$ cat src/rtl/baud_gen_frac.sv
// baud_gen_frac: fractional baud-rate generator with oversample, bit-centre and bit-boundary strobes.
// The interval between oversample ticks is div_int (minimum 2) plus a one-cycle stretch that
// a phase accumulator adds on carry, so the long-run tick period is div_int + div_frac/2^FRAC_W.
//
// Ports
//   clk        sole clock, rising edge
//   reset      asynchronous active-low reset
//   enable     high = run, low = freeze all timing state
//   load       one-cycle strobe: capture div_int/div_frac and restart timing
//   div_int    integer clk cycles per oversample tick
//   div_frac   fractional cycles per tick, units of 1/2^FRAC_W
//   os_tick    single-cycle oversample strobe
//   mid_tick   single-cycle strobe at bit centre
//   baud_tick  single-cycle strobe at bit boundary
//   sub_cnt    oversample index within the current bit
module baud_gen_frac #(
    parameter int unsigned CNT_W      = 16,
    parameter int unsigned FRAC_W     = 4,
    parameter int unsigned OVERSAMPLE = 16
) (
    input  logic                          clk,
    input  logic                          reset,
    input  logic                          enable,
    input  logic                          load,
    input  logic [CNT_W-1:0]              div_int,
    input  logic [FRAC_W-1:0]             div_frac,
    output logic                          os_tick,
    output logic                          mid_tick,
    output logic                          baud_tick,
    output logic [$clog2(OVERSAMPLE)-1:0] sub_cnt
);

    localparam int unsigned SUB_W  = $clog2(OVERSAMPLE);
    localparam int unsigned CNT_FW = CNT_W + 1;
    localparam int unsigned HALF   = OVERSAMPLE / 2;

    logic [CNT_W-1:0]  div_int_q;
    logic [FRAC_W-1:0] div_frac_q;
    logic [CNT_W:0]    cnt;
    logic [FRAC_W-1:0] acc;
    logic              extra;

    logic [CNT_W:0]    eff_int_c;
    logic [CNT_W:0]    period_m1_c;
    logic [FRAC_W:0]   acc_sum_c;
    logic              term_c;
    logic [SUB_W-1:0]  sub_nxt_c;

    // Interval arithmetic; cnt is one bit wider so a period of 2^CNT_W fits.
    always_comb begin
        eff_int_c   = (div_int_q < CNT_W'(2)) ? CNT_FW'(2) : {1'b0, div_int_q};
        period_m1_c = eff_int_c + CNT_FW'(extra) - CNT_FW'(1);
        acc_sum_c   = {1'b0, acc} + {1'b0, div_frac_q};
        term_c      = (cnt == period_m1_c);
        sub_nxt_c   = sub_cnt + SUB_W'(1);
    end

    // Timing state and registered strobes; load outranks a coincident terminal count.
    always_ff @(posedge clk or negedge reset) begin
        if (!reset) begin
            div_int_q  <= CNT_W'(2);
            div_frac_q <= '0;
            cnt        <= '0;
            acc        <= '0;
            extra      <= 1'b0;
            sub_cnt    <= '0;
            os_tick    <= 1'b0;
            mid_tick   <= 1'b0;
            baud_tick  <= 1'b0;
        end else begin
            os_tick   <= 1'b0;
            mid_tick  <= 1'b0;
            baud_tick <= 1'b0;
            if (load) begin
                div_int_q  <= div_int;
                div_frac_q <= div_frac;
                cnt        <= '0;
                acc        <= '0;
                extra      <= 1'b0;
                sub_cnt    <= '0;
            end else if (enable) begin
                if (term_c) begin
                    cnt       <= '0;
                    acc       <= acc_sum_c[FRAC_W-1:0];
                    extra     <= acc_sum_c[FRAC_W];
                    os_tick   <= 1'b1;
                    sub_cnt   <= sub_nxt_c;
                    mid_tick  <= (sub_nxt_c == SUB_W'(HALF));
                    baud_tick <= (sub_cnt == SUB_W'(OVERSAMPLE - 1));
                end else begin
                    cnt <= cnt + CNT_FW'(1);
                end
            end
        end
    end

endmodule

$ cat config.mk
export PLATFORM = sky130hd
export DESIGN_NAME = baud_gen_frac
export DESIGN_NICKNAME = d
export VERILOG_FILES = /design/src/rtl/baud_gen_frac.sv
export SDC_FILE = /design/constraint.sdc
export NUM_CORES = 1
export LEC_CHECK = 0
export BUFFER_PORTS_ARGS = -buffer_cell sky130_fd_sc_hd__buf_2
export CELL_PAD_IN_SITES_DETAIL_PLACEMENT = 0
export CELL_PAD_IN_SITES_GLOBAL_PLACEMENT = 1
export CORE_ASPECT_RATIO = 0.6
export CORE_MARGIN = 2
export CORE_UTILIZATION = 35
export DETAILED_ROUTE_END_ITERATION = 10
export GPL_TIMING_DRIVEN = 0
export PLACE_DENSITY_LB_ADDON = 0.1
export SYNTH_ARGS = -nofsm -noshare
export SYNTH_HDL_FRONTEND = slang
export SYNTH_SLANG_ARGS = --single-unit
$ cat constraint.sdc
create_clock -name clk -period 6.2 [get_ports clk]
set_clock_uncertainty 0.1 [all_clocks]
set_input_delay 1.24 -clock clk [delete_from_list [all_inputs] [get_ports clk]]
set_output_delay 1.24 -clock clk [all_outputs]
set_load 0.05 [all_outputs]
# After elaboration in Yosys (flattened, before gate mapping)
# Cells that the tools add are included.
# word_totals
inputBits,24
output_inout_bits,7
elab_cells,43
register_bits,49
# op_classes
mux,22
addsub,5
eq_ne,3
magnitude_cmp,1
reduce_logical,3
# ops
op,count
$mux W17,3
$mux W4,6
$add A16 B1 Y17,1
$add A17 B1 Y17 const B,1
$eq A17 B17 Y1,1
$sub A17 B1 Y17 const B,1
$lt A16 B2 Y1 const B,1
$mux W16,1
$mux W1,12
$eq A4 B4 Y1 const B,2
$add A4 B4 Y5,1
$add A4 B1 Y4 const B,1
$reduce_bool A2 Y1,2
$reduce_and A2 Y1,1

# Longest topological paths before layout
# depth
word_depth,8
ltp_mapped,15

# Worst setup path after synthesis
# Ideal clock, no wire load.
# synth_timing
path_kind,register to register
from,register div_int_q[10]
to,register mid_tick
stages_incl_launch_ff,16
setup_ns,0.094
arrival_time_ns,4.105
setup_slack_ns,1.901
required_ns,6.006
path_cell_list,dfrtp_1 or4_1 buf_2 nor4_4 nand2_1 o31ai_1 ha_1 ha_1 or3b_2 xor2_1 a32oi_1 nand4_1 or4_1 buf_2 or3_4 nor4b_4
# synth_between
elab_chain_cells,8
# synth_lines
item,line,rtl
"start, declared",37,logic [CNT_W-1:0] div_int_q;
"start signal, assigned",75,div_int_q <= div_int;
$lt A16 B2 Y1,51,"eff_int_c = (div_int_q < CNT_W'(2)) ? CNT_FW'(2) : {1'b0, div_int_q};"
$mux W16 (*),51,
$add A16 B1 Y17 (*),52,period_m1_c = eff_int_c + CNT_FW'(extra) - CNT_FW'(1);
$sub A17 B1 Y17 (*),52,
$eq A17 B17 Y1 (*),54,term_c = (cnt == period_m1_c);
$mux W1 (*),82,if (term_c) begin
$mux W1 (*),81,end else if (enable) begin
$mux W1 (*),74,if (load) begin
"end signal, assigned",88,mid_tick <= (sub_nxt_c == SUB_W'(HALF));
"end, declared",28,"output logic mid_tick,"
# Every way passes the cells marked *; elsewhere a longest branch is shown, timed or not.
# A chain may end at the register's enable or synchronous reset.

# Worst setup path after layout
# layout_timing
from,register div_int_q[9]
to,register cnt[16]
# layout_between
elab_chain_cells,8
# layout_lines
item,line,rtl
$lt A16 B2 Y1,51,
$mux W16 (*),51,
$add A16 B1 Y17 (*),52,
$sub A17 B1 Y17 (*),52,
$eq A17 B17 Y1 (*),54,
$mux W17 (*),82,
$mux W17 (*),81,
$mux W17 (*),74,
"end signal, assigned",91,cnt <= cnt + CNT_FW'(1);
"end, declared",39,logic [CNT_W:0] cnt;
# Every way passes the cells marked *; elsewhere a longest branch is shown, timed or not. The select of a mux whose other input is x is not followed.

==> key figures <==
Cells and area
  – Area occupied by multi-input gates: 1730 um2
  – Layout cells sized above 1: between 10% and 20%
  – Seq. cell area: between 1000 and 1500 um2
  – Post-layout nets: between 300 and 400
  – Layout overhead on the synthesized area: 13.9%
  – Fill cell count: roughly 880
  – ANT cells: 0

Job
  – Max Cap Viol: 0

Global route
  – Vias in the first global route: 2427
  – Total track usage: between 10% and 20%
  – Initial antenna violation count: 0
  – First-pass GRT wire length: roughly 14000 um
  – Grt total ovfl: 0
  – Largest net degree at the start of global routing: 50

Worst setup path
  – Crit Path Max Fanout: 10
  – Critical path class: reg2reg
  – Req. time, crit path: 6.25 ns
  – Flop-to-flop setup slack: 0.95 ns
  – Startpoint types: flop
  – Arrival @ worst endpoint: 5.30 ns
  – Setup crit end kind: flop

STA
  – Final period util: between 80% and 90%
  – Slew margin rel.: a little under a quarter
  – Hold_ws: 0.425 ns
  – Final Setup Violations: 0
  – Tightest Pin Transition: between 1 and 1.5 ns
  – Sum Neg Setup Slack: 0 ns
  – Final min period: ~5.3 ns
  – Achievable Freq: around 190 MHz
  – Hold Vio Cnt, Final: 0
  – RSZ-0062 raised after global routing: no
  – Slew Limit Fails: 0

Clock network
  – Htree depth: 2
  – Hold buffers post-CTS: 0
  – Clock transition at the registers of the reported paths: ~0.06 ns
  – Num Clock Sinks: 49
  – Post-CTS setup buffers: 0
  – Clk_lat worst skew: a little under 0.3 ns
  – Post-cts sizing count: 0
  – Total CTS buffers: 5
  – CTS tree: done
  – Root Driver: clkbuf_16
  – CTS max path bufs: 2

Route
  – Routed WL: 8130 um
  – Antenna viol nets, final: 0
  – Starting DRT DRC Count: 137
  – Pre-antenna DRT Iters: 5
  – Total number of vias: around 2500
  – Average routed wire per standard cell: between 15 and 20 um
  – DR vias/cell: roughly 5.4
  – Residual DRC: 0

Floorplanning
  – Die Y: ~76 um
  – Core ar.: 8460 um2
  – Die area: around 9500 um2
  – Chip Width: 124 um
  – Row Count: 26
  – I/O Pins: 31
  – Initial Utilization: roughly 36%

Synthesis
  – Top cells by area, synth: dfrtp_1 40%, mux2_2 7.4%, xnor2_1 4.3%
  – Syn Area/Cell: roughly 9.8 um2
  – Sequential element share of the synthesized area: between 40% and 50%
  – Combinational family with the most area after synthesis: simple AND/OR/NAND/NOR gates
  – Synth Area in Adders: under 10%
  – Post-Syn Area: between 3000 and 4000 um2
  – Yosys reg bits: 49
  – Post-synth cell types: between 50 and 60
  – Post-synth top area share: around 40%
  – Most instantiated cells after synthesis: 48 x dfrtp_1, 23 x nor3_1, 20 x mux2_2
  – Post-synth ARST share: between 90% and 100%
  – Commonest register cell after synthesis: dfrtp_1
  – Syn. warnings: 0
  – Mux contribution to synthesized area: just under 9%
  – Net Count, Synth: 343
  – XOR/XNOR Fraction of Synth Area: 8.65%
  – Post-Synth Simple-Gate Area: roughly 23%
  – EDFF count, synth: 0
  – Post-Syn Instances: roughly 310
  – Complex-gate fraction of the synthesized area: 12.0%
  – Cell accounting for the most synthesized area: dfrtp_1
  – Most frequent cell after synthesis: dfrtp_1

Place
  – Post-DP HPWL: roughly 6000 um
  – Buffers on Ports: 29
  – Placer Congestion: roughly 0.84

Power
  – Worst vdd ir: around 0.090 mV
  – LEAKAGE: ~1.4 nW
  – PD cells: between 200 and 250 nW/um2
  – Final total power: a little over 0.0007 W

Hold path
  – Min-Delay Path Class: reg2reg

Outcome
  – Status: complete, no violations
layout make-up:
cell class                 instances  share of cell area [%]
sequential                        49                    35.5
tap                              112                    4.05
inverter                           9                   0.976
buffer                            12                    1.37
timing repair buffer              29                    4.20
multi-input combinational        239                    50.0
clock buffer                       8                    3.94
critical path, cell delays in order, from the launching register on:
cell,delay [ns]
dfrtp_1,0.46
or4_1,0.51
buf_2,0.18
nor4_4,0.45
nand2_1,0.15
o31ai_1,0.25
ha_1,0.21
ha_1,0.20
or3b_2,0.50
xor2_1,0.16
a32oi_1,0.16
nand4_1,0.24
a211o_1,0.37
nor3_2,0.59
clkbuf_1,0.46
nor3_1,0.10
where the power goes:
| part | switching [W] | internal, W |
|---|---|---|
| clock network | 0.000117 | 0.000150 |
| logic | 0.0000583 | 0.0000406 |
| registers | 0.0000193 | 0.000334 |
| total | 0.000194 | 0.000525 |
sequential cells by signal (all words and copies together), names as in the netlist:
| register | cells |
|---|---|
| cnt | 17 |
| div_int_q | 16 |
| acc | 4 |
| div_frac_q | 4 |
| sub_cnt | 4 |
| baud_tick | 1 |
| extra | 1 |
| mid_tick | 1 |
| os_tick | 1 |
layout by cell type (no fill, tap or decap), types with 10 or more instances in the layout:
master / Yosys / layout
a21oi_1: 11 / 11
buf_2: 2 / 31
clkbuf_1: 7 / 10
dfrtp_1: 48 / 48
mux2_2: 20 / 20
nand2_1: 16 / 16
nand3_1: 11 / 11
nand4_1: 11 / 11
nor2_1: 18 / 18
nor3_1: 23 / 23
xnor2_1: 15 / 15
xor2_1: 15 / 15
path summary, 6_finish.rpt:
path	endpoint	depth (start not counted)	startpoint
setup / recovery	cnt[16]$_DFFE_PN0P_	15	div_int_q[9]$_DFFE_PN0P_
hold / removal	div_frac_q[3]$_DFFE_PN0P_	1	div_frac_q[3]$_DFFE_PN0P_
setup reg to reg	cnt[16]$_DFFE_PN0P_	15	div_int_q[9]$_DFFE_PN0P_
hold reg to reg	div_frac_q[3]$_DFFE_PN0P_	1	div_frac_q[3]$_DFFE_PN0P_
max in group asynchronous	baud_tick$_DFF_PN0_	1	reset
min in group asynchronous	cnt[3]$_DFFE_PN0P_	1	reset
per-layer routing:
metal	wire length, um	share of wire, %	vias to the layer above	track usage, %
met3	440	5.4	7	3.79
met1	4630	57	1177	29.7
met4	78	0.96	0	4.61
met2	2970	37	57	23.8
met5	0	0	-	0
li1	-	-	1229	-
kinds of logic (layout without fill, tap and decap cells):
group                    count (synthesis)  count (layout)
AND/OR/NAND/NOR                        122             122
AO/OA/AOI/OAI                           53              53
flip-flops                              49              49
XOR/XNOR                                30              30
multiplexers                            24              24
buffers and inverters                   21              58
adder cells (fa/ha/maj)                 10              10
through the flow:
stage	instances	setup WS (ns)	cell area (um2)	util (%)
after global routing	458	0.513	3460	40.9
after global placement	450	0.987	3320	39.3
after CTS	458	0.924	3460	40.9
after detailed placement	450	0.929	3320	39.3
final	458	0.949	3460	40.9
after floorplan	309	1.90	3040	-
Note: power is estimated with default switching activity, not from simulation.
